File: src/rtl/pipe_hazard_ctrl_if.sv
// Hazard-control bundle between the pipeline datapath and pipe_hazard_ctrl.
//   master: pipeline side; drives stall_req/flush_req and reads the controls.
//   slave : controller side; reads the requests and drives stall/bubble/flush,
//           flush_pending, stall_timeout and the two performance counters.
interface pipe_hazard_ctrl_if #(
    parameter int unsigned NUM_STAGES = 5,
    parameter int unsigned CNT_W      = 32
);
    logic [NUM_STAGES-1:0] stall_req;
    logic [NUM_STAGES-1:0] flush_req;
    logic [NUM_STAGES-1:0] stall;
    logic [NUM_STAGES-1:0] bubble;
    logic [NUM_STAGES-1:0] flush;
    logic                  flush_pending;
    logic                  stall_timeout;
    logic [CNT_W-1:0]      stall_cycles;
    logic [CNT_W-1:0]      flush_count;

    modport master (
        output stall_req, flush_req,
        input  stall, bubble, flush, flush_pending, stall_timeout,
               stall_cycles, flush_count
    );

    modport slave (
        input  stall_req, flush_req,
        output stall, bubble, flush, flush_pending, stall_timeout,
               stall_cycles, flush_count
    );
endinterface

File: src/rtl/pipe_hazard_ctrl.sv
// Parametrised pipeline hazard controller.
// Produces per-stage stall/bubble/flush (combinational, 0-cycle latency),
// defers flushes whose requesting stage is frozen, runs a consecutive-stall
// watchdog and counts stall cycles and applied flushes.
// Ports:
//   clk   - core clock
//   rst_n - asynchronous active-low reset
//   bus   - pipe_hazard_ctrl_if slave modport (requests in, controls/status out)
module pipe_hazard_ctrl #(
    parameter int unsigned NUM_STAGES = 5,
    parameter int unsigned TIMEOUT    = 1023,
    parameter int unsigned WD_W       = 16,
    parameter int unsigned CNT_W      = 32
) (
    input  logic                 clk,
    input  logic                 rst_n,
    pipe_hazard_ctrl_if.slave    bus
);
    localparam int unsigned IDX_W = (NUM_STAGES > 1) ? $clog2(NUM_STAGES) : 1;

    // Registered state
    logic             pend_vld_q, pend_vld_d;
    logic [IDX_W-1:0] pend_idx_q, pend_idx_d;
    logic [WD_W-1:0]  wd_cnt_q,   wd_cnt_d;
    logic             timeout_q,  timeout_d;
    logic [CNT_W-1:0] stall_cnt_q, stall_cnt_d;
    logic [CNT_W-1:0] flush_cnt_q, flush_cnt_d;

    // Combinational decode
    logic [IDX_W-1:0]      k_c, j_c;
    logic                  has_stall_c, has_flush_c, blocked_c, applied_c;
    logic [NUM_STAGES-1:0] pend_oh_c, f_vec_c;
    logic [NUM_STAGES-1:0] stall_c, bubble_c, flush_c;

    // Highest stall requester k
    always_comb begin
        k_c         = '0;
        has_stall_c = 1'b0;
        for (int i = 0; i < NUM_STAGES; i++) begin
            if (bus.stall_req[i]) begin
                k_c         = IDX_W'(i);
                has_stall_c = 1'b1;
            end
        end
    end

    // Effective flush vector; stage 0 cannot kill anything so its bit is masked
    always_comb begin
        pend_oh_c = '0;
        for (int i = 0; i < NUM_STAGES; i++) begin
            pend_oh_c[i] = pend_vld_q && (pend_idx_q == IDX_W'(i));
        end
        f_vec_c = (bus.flush_req | pend_oh_c) & ~NUM_STAGES'(1);
    end

    // Highest flush source j (pending index participates, so max is implicit)
    always_comb begin
        j_c         = '0;
        has_flush_c = 1'b0;
        for (int i = 1; i < NUM_STAGES; i++) begin
            if (f_vec_c[i]) begin
                j_c         = IDX_W'(i);
                has_flush_c = 1'b1;
            end
        end
        blocked_c = has_flush_c && has_stall_c && (k_c >= j_c);
        applied_c = has_flush_c && !blocked_c;
    end

    // Per-stage control vectors; an applied flush overrides stall/bubble
    always_comb begin
        stall_c  = '0;
        bubble_c = '0;
        flush_c  = '0;
        for (int i = 0; i < NUM_STAGES; i++) begin
            if (applied_c) begin
                flush_c[i] = (IDX_W'(i) < j_c);
            end else if (has_stall_c) begin
                stall_c[i]  = (IDX_W'(i) <= k_c);
                bubble_c[i] = (i != 0) && (k_c == IDX_W'(i - 1));
            end
        end
    end

    // Next-state: pending flush, watchdog, counters
    always_comb begin
        pend_vld_d  = pend_vld_q;
        pend_idx_d  = pend_idx_q;
        wd_cnt_d    = '0;
        timeout_d   = timeout_q;
        stall_cnt_d = stall_cnt_q;
        flush_cnt_d = flush_cnt_q;

        if (blocked_c) begin
            pend_vld_d = 1'b1;
            pend_idx_d = j_c;
        end else if (applied_c) begin
            pend_vld_d = 1'b0;
            pend_idx_d = '0;
            flush_cnt_d = flush_cnt_q + CNT_W'(1);
        end

        if (|stall_c) begin
            wd_cnt_d    = (&wd_cnt_q) ? wd_cnt_q : wd_cnt_q + WD_W'(1);
            stall_cnt_d = stall_cnt_q + CNT_W'(1);
        end

        if (wd_cnt_d >= WD_W'(TIMEOUT)) begin
            timeout_d = 1'b1;
        end
    end

    // State registers
    always_ff @(posedge clk or negedge rst_n) begin
        if (!rst_n) begin
            pend_vld_q  <= 1'b0;
            pend_idx_q  <= '0;
            wd_cnt_q    <= '0;
            timeout_q   <= 1'b0;
            stall_cnt_q <= '0;
            flush_cnt_q <= '0;
        end else begin
            pend_vld_q  <= pend_vld_d;
            pend_idx_q  <= pend_idx_d;
            wd_cnt_q    <= wd_cnt_d;
            timeout_q   <= timeout_d;
            stall_cnt_q <= stall_cnt_d;
            flush_cnt_q <= flush_cnt_d;
        end
    end

    // Controls are forced low while reset is asserted
    assign bus.stall         = rst_n ? stall_c  : '0;
    assign bus.bubble        = rst_n ? bubble_c : '0;
    assign bus.flush         = rst_n ? flush_c  : '0;
    assign bus.flush_pending = pend_vld_q;
    assign bus.stall_timeout = timeout_q;
    assign bus.stall_cycles  = stall_cnt_q;
    assign bus.flush_count   = flush_cnt_q;

endmodule

File: src/flat_wrapper.sv
// flat-port wrapper written by rule: the top's interface ports become plain ports
module pipe_hazard_ctrl_flat 
#(
    parameter int unsigned NUM_STAGES = 5,
    parameter int unsigned TIMEOUT    = 1023,
    parameter int unsigned WD_W       = 16,
    parameter int unsigned CNT_W      = 32
)
  (clk, rst_n, bus_stall_req, bus_flush_req, bus_stall, bus_bubble, bus_flush, bus_flush_pending, bus_stall_timeout, bus_stall_cycles, bus_flush_count);
  pipe_hazard_ctrl_if #(.NUM_STAGES(NUM_STAGES), .CNT_W(CNT_W)) bus_i ();
  input  logic clk;
  input  logic rst_n;
  input wire logic [$bits(bus_i.stall_req)-1:0] bus_stall_req;
  input wire logic [$bits(bus_i.flush_req)-1:0] bus_flush_req;
  output wire logic [$bits(bus_i.stall)-1:0] bus_stall;
  output wire logic [$bits(bus_i.bubble)-1:0] bus_bubble;
  output wire logic [$bits(bus_i.flush)-1:0] bus_flush;
  output wire logic [$bits(bus_i.flush_pending)-1:0] bus_flush_pending;
  output wire logic [$bits(bus_i.stall_timeout)-1:0] bus_stall_timeout;
  output wire logic [$bits(bus_i.stall_cycles)-1:0] bus_stall_cycles;
  output wire logic [$bits(bus_i.flush_count)-1:0] bus_flush_count;
  assign bus_i.stall_req = bus_stall_req;
  assign bus_i.flush_req = bus_flush_req;
  assign bus_stall = bus_i.stall;
  assign bus_bubble = bus_i.bubble;
  assign bus_flush = bus_i.flush;
  assign bus_flush_pending = bus_i.flush_pending;
  assign bus_stall_timeout = bus_i.stall_timeout;
  assign bus_stall_cycles = bus_i.stall_cycles;
  assign bus_flush_count = bus_i.flush_count;
  pipe_hazard_ctrl #(.NUM_STAGES(NUM_STAGES), .TIMEOUT(TIMEOUT), .WD_W(WD_W), .CNT_W(CNT_W)) u_core (.clk(clk), .rst_n(rst_n), .bus(bus_i));
endmodule
File: config.mk
export PLATFORM = sky130hd
export DESIGN_NAME = pipe_hazard_ctrl_flat
export DESIGN_NICKNAME = d
export VERILOG_FILES = /design/src/rtl/pipe_hazard_ctrl_if.sv /design/src/rtl/pipe_hazard_ctrl.sv /design/src/flat_wrapper.sv
export SDC_FILE = /design/constraint.sdc
export NUM_CORES = 1
export LEC_CHECK = 0
export ABC_AREA = 1
export CORE_ASPECT_RATIO = 0.6
export CORE_MARGIN = 4
export CORE_UTILIZATION = 23
export DETAILED_ROUTE_END_ITERATION = 8
export DONT_BUFFER_PORTS = 1
export GPL_ROUTABILITY_DRIVEN = 0
export PLACE_DENSITY_LB_ADDON = 0.3
export SLEW_MARGIN = 15
export SYNTH_ARGS = -nofsm -noshare
export SYNTH_HDL_FRONTEND = slang
export SYNTH_SLANG_ARGS = --single-unit
File: constraint.sdc
create_clock -name clk -period 3 [get_ports clk]
set_clock_uncertainty 0.1 [all_clocks]
set_input_delay 0.45 -clock clk [delete_from_list [all_inputs] [get_ports clk]]
set_output_delay 0.45 -clock clk [all_outputs]
set_load 0.005 [all_outputs]
==> impl_summary.log <==
INFO  metric io_pins = just over 90
INFO  metric number_of_clock_buffers_inserted_by_tritoncts = 9
INFO  metric synth_top_cell_by_area = sky130_fd_sc_hd__dfrtp_1
INFO  metric chipHeight = 124.9 µm
INFO  metric critPathMaxStageDelay = between 0.4 and 0.5 ns
INFO  metric avgRoutedWirePerCell = roughly 15 µm
INFO  metric route.vias.total = between 4000 and 5000
INFO  metric fin_hold_ws = 0.2129 ns
INFO  metric worst_setup_hold_path_clk_slew = roughly 0.060 ns
INFO  metric starting_density_of_the_core = 23.56%
INFO  metric highest_clock_rate = between 300 and 400 MHz
INFO  metric area_share_of_the_largest_cell_type_after_synthesis = between 40% and 50%
INFO  metric core_region_area = 22230 µm²
INFO  metric syn_to_final_growth = 21.52%
INFO  metric grt_start_max_net_pins = 86
INFO  metric die-width = a little over 200 µm
INFO  metric antenna_cells = 0
INFO  metric power_leakage = around 2.7 nW
INFO  metric dr.pass1.iters = 5
INFO  metric cts_sinks = between 80 and 90
INFO  metric cp_slowest_cell = sky130_fd_sc_hd__dfrtp_1
INFO  metric layout-drive-gt1-share = a little over an eighth
INFO  metric synth.distinct_cells = 36
INFO  metric synth_area_per_cell = around 7.5 µm²
INFO  metric vdd_ir_drop_max = around 0.27 mV
INFO  metric detailed_place_hpwl = roughly 12000 µm
INFO  metric cell_seen_most_often_among_critical_path_stages = sky130_fd_sc_hd__nand2_8
INFO  metric dieArea = 25330 µm²
INFO  metric final_min_period_over_clock_period = 100.0%
INFO  metric drc_errors = 0
INFO  metric synth_edf_count = 0
INFO  metric routed_wl = between 15000 and 20000 µm
INFO  metric yosys.cell_count.top_type = sky130_fd_sc_hd__nand2_1
INFO  metric place_worst_setup_slack = 0.1271 ns
INFO  metric final-seq-area = 2128 µm²
INFO  metric primary_ff_master_synth = sky130_fd_sc_hd__dfrtp_1
INFO  metric final.setup.worst_slack = -0.0009879 ns
INFO  metric antenna_left = 0
INFO  metric cts_tree = yes
INFO  metric synth.yosys.warnings = 0
INFO  metric worst_case_headroom_to_the_max_slew_limit = roughly 64%
INFO  metric grt_antenna_before_repair = 0
INFO  metric clk_path_buf_depth = 2
INFO  metric path_cells = buf_6 > nor2_4 > a21oi_4 > buf_6 > o21a_1 > ha_1 > nand3_1 > o211ai_1 > buf_4 > nand2_8 > nand2_8 > buf_4 > nand2_8 > nor2_4
INFO  metric drt-vias-per-instance = around 4.4
INFO  metric synth.top_cells.by_area = sky130_fd_sc_hd__dfrtp_1, sky130_fd_sc_hd__nand2_1, sky130_fd_sc_hd__xor2_1
INFO  metric globalRoute.totalOverflow = 0
INFO  metric rsz0062_at_grt = true
INFO  metric max_cap_violations = 0
INFO  metric area_of_combinational_cells_with_multiple_inputs = between 2000 and 3000 µm²
INFO  metric final.min_clock_period = roughly 3.0 ns
INFO  metric status = finished with violations
INFO  metric io_buffer_count = 0
INFO  metric report.power.total = between 0.004 and 0.005 W
INFO  metric synth.yosys.seq_area_share = between 40% and 50%
INFO  metric timing.final.hold_violations = 0
INFO  metric nNetsFinal = around 740
INFO  metric critical_path.top_delay_family = buffers and inverters
INFO  metric clock_tree.root_cell = sky130_fd_sc_hd__clkbuf_16
INFO  metric violations = setup timing
INFO  metric timing.critical_path.to_type = output port
INFO  metric power_density = ~700 nW/µm²
INFO  metric critPathBufInv = 4
INFO  metric synth_cell_area = ~5200 µm²
INFO  metric fill_cells = ~2400
INFO  metric synth_top_cells_by_count = sky130_fd_sc_hd__nand2_1, sky130_fd_sc_hd__nor2_1, sky130_fd_sc_hd__dfrtp_1, sky130_fd_sc_hd__inv_1, sky130_fd_sc_hd__xor2_1
INFO  metric clock_insertion_delay_worst_skew = between 0.3 and 0.4 ns
INFO  metric grt_util_all_layers = roughly an eighth
INFO  metric cp-start-kind = flip-flop
INFO  metric placement_rows = 42
INFO  metric cts-htree-levels = 3
INFO  metric worst_slew_pin_slew = ~0.54 ns
INFO  metric finalSetupViolCount = 1
INFO  metric hp-class = input port to flip-flop
INFO  metric worst-setup-path-type = flip-flop to output port
INFO  metric syn_inst = approximately 700
INFO  metric crit_fanout = 10
INFO  metric dr.first_iter.drc_count = about 400
INFO  metric data_required_critical_path = roughly 2.5 ns
INFO  metric fraction_of_registers_with_async_set_reset = 100.0%
INFO  metric crit_arrival = 2.45 ns
INFO  metric synth-seq-cells = 85
INFO  metric first_global_vias = between 4000 and 5000
INFO  metric slew_viol_final = 0
INFO  metric grt_first_pass_wirelength = 24850 µm
registers in the layout, indices dropped and copies added (netlist names):
register	flops
u_core.bus.stall_cycles	32
u_core.pend_idx_q	3
u_core.wd_cnt_q	16
u_core.bus.flush_count	32
u_core.bus.flush_pending	1
u_core.bus.stall_timeout	1
metrics by stage:
stage	setup TNS (ns)	instance area [µm²]	instances	utilization, %
3_5_place_dp	0	5637	1004	25.36
6_report	-0.0009879	6365	1036	28.63
4_1_cts	-0.07779	6153	1027	27.68
2_1_floorplan	0	5241	696	-
3_3_place_gp	0	5637	1004	25.36
5_1_grt	-1.201	6365	1036	28.63
per-layer routing:
layer  global-route usage (%)  wire (µm)  vias to the layer above
li1                         -          -                     2291
met5                        0          0                        -
met2                    14.93       5867                      133
met4                    2.353         95                        0
met3                    5.569       1492                        7
met1                    19.78       8458                     2170
path summary, 6_finish.rpt:
path | slack (ns) | end | start | depth (start not counted)
worst min-delay path | 0.21 | u_core.pend_idx_q[1] | bus_flush_req[4] | 3
worst max-delay path | -0.001 | bus_stall[0] | u_core.pend_idx_q[1] | 14
min in group asynchronous | 0.63 | u_core.wd_cnt_q[14] | rst_n | 2
worst max register to register | 0.22 | u_core.bus.stall_cycles[6] | u_core.pend_idx_q[1] | 16
worst min register to register | 0.45 | u_core.bus.flush_count[12] | u_core.bus.flush_count[12] | 1
max in group asynchronous | 1.83 | u_core.pend_idx_q[0] | rst_n | 2
area by class of cell:
class	count	share of cell area [%]
Multi-Input combinational cell	514	45.80
Sequential cell	85	33.44
Tap cell	308	6.055
Inverter	85	5.013
Clock buffer	13	4.246
Timing Repair Buffer	28	4.030
Clock inverter	3	1.415
tightest hold or removal path, cell delays in order:
cell and delay [ns]:
sky130_fd_sc_hd__a21oi_4 0.02, sky130_fd_sc_hd__o21ai_2 0.06, sky130_fd_sc_hd__o22ai_1 0.08
cells in the final DEF (no fill, tap or decap), types with 2 or more instances in the layout:
| master | count |
|---|---|
| sky130_fd_sc_hd__a21oi_1 | 11 |
| sky130_fd_sc_hd__a31oi_1 | 3 |
| sky130_fd_sc_hd__bufinv_16 | 3 |
| sky130_fd_sc_hd__ha_1 | 5 |
| sky130_fd_sc_hd__clkbuf_8 | 3 |
| sky130_fd_sc_hd__nand2_2 | 5 |
| sky130_fd_sc_hd__xnor2_1 | 16 |
| sky130_fd_sc_hd__xor2_1 | 47 |
| sky130_fd_sc_hd__inv_2 | 7 |
| sky130_fd_sc_hd__o21ai_1 | 2 |
| sky130_fd_sc_hd__nor2_2 | 6 |
| sky130_fd_sc_hd__inv_1 | 78 |
| sky130_fd_sc_hd__dfrtp_1 | 84 |
| sky130_fd_sc_hd__buf_6 | 3 |
| sky130_fd_sc_hd__nor3_1 | 32 |
| sky130_fd_sc_hd__nor2_4 | 11 |
| sky130_fd_sc_hd__o22ai_1 | 2 |
| sky130_fd_sc_hd__nand4_1 | 28 |
| sky130_fd_sc_hd__nand2_1 | 174 |
| sky130_fd_sc_hd__and3_1 | 2 |
| sky130_fd_sc_hd__nand3b_1 | 4 |
| sky130_fd_sc_hd__o21ai_0 | 21 |
| sky130_fd_sc_hd__conb_1 | 2 |
| sky130_fd_sc_hd__and2_1 | 2 |
| sky130_fd_sc_hd__nor4_4 | 3 |
| sky130_fd_sc_hd__clkbuf_16 | 9 |
| sky130_fd_sc_hd__nand2_8 | 4 |
| sky130_fd_sc_hd__nor4_1 | 5 |
| sky130_fd_sc_hd__nor2_1 | 80 |
| sky130_fd_sc_hd__buf_4 | 22 |
| sky130_fd_sc_hd__a21oi_2 | 2 |
| sky130_fd_sc_hd__a21oi_4 | 2 |
| sky130_fd_sc_hd__nor3_2 | 3 |
| sky130_fd_sc_hd__nand3_1 | 29 |
| sky130_fd_sc_hd__nor3b_1 | 2 |
timing repair:
item                       4_1_cts  5_1_grt
pin swaps                        6       10
setup endpoints to repair       12       33
gates resized for setup         18       31
hold buffers                     2        0
hold endpoints to repair        85        0
gates cloned                     0        0
buffers inserted                 5       10
power by group:
group | switching (W) | internal, W | total (W) | leakage, nW
clock network | 0.000477 | 0.000883 | 0.00136 | 0.176
logic | 0.000724 | 0.000459 | 0.00118 | 1.45
registers | 0.000449 | 0.00140 | 0.00185 | 1.11
total | 0.00165 | 0.00274 | 0.00439 | 2.74
logic make-up (layout without fill, tap and decap cells):
group           count (synthesis)  count (layout)  synth area share [%]
simple gates                  395             395                 34.40
other cells                     1               2               0.07160
compound gates                 48              48                 5.327
flops                          85              85                 40.61
buf+inv                        97             129                 7.621
fa+ha+maj                       6               6                 1.433
xor+xnor                       63              63                 10.53
Note: power is estimated with default switching activity, not from simulation.
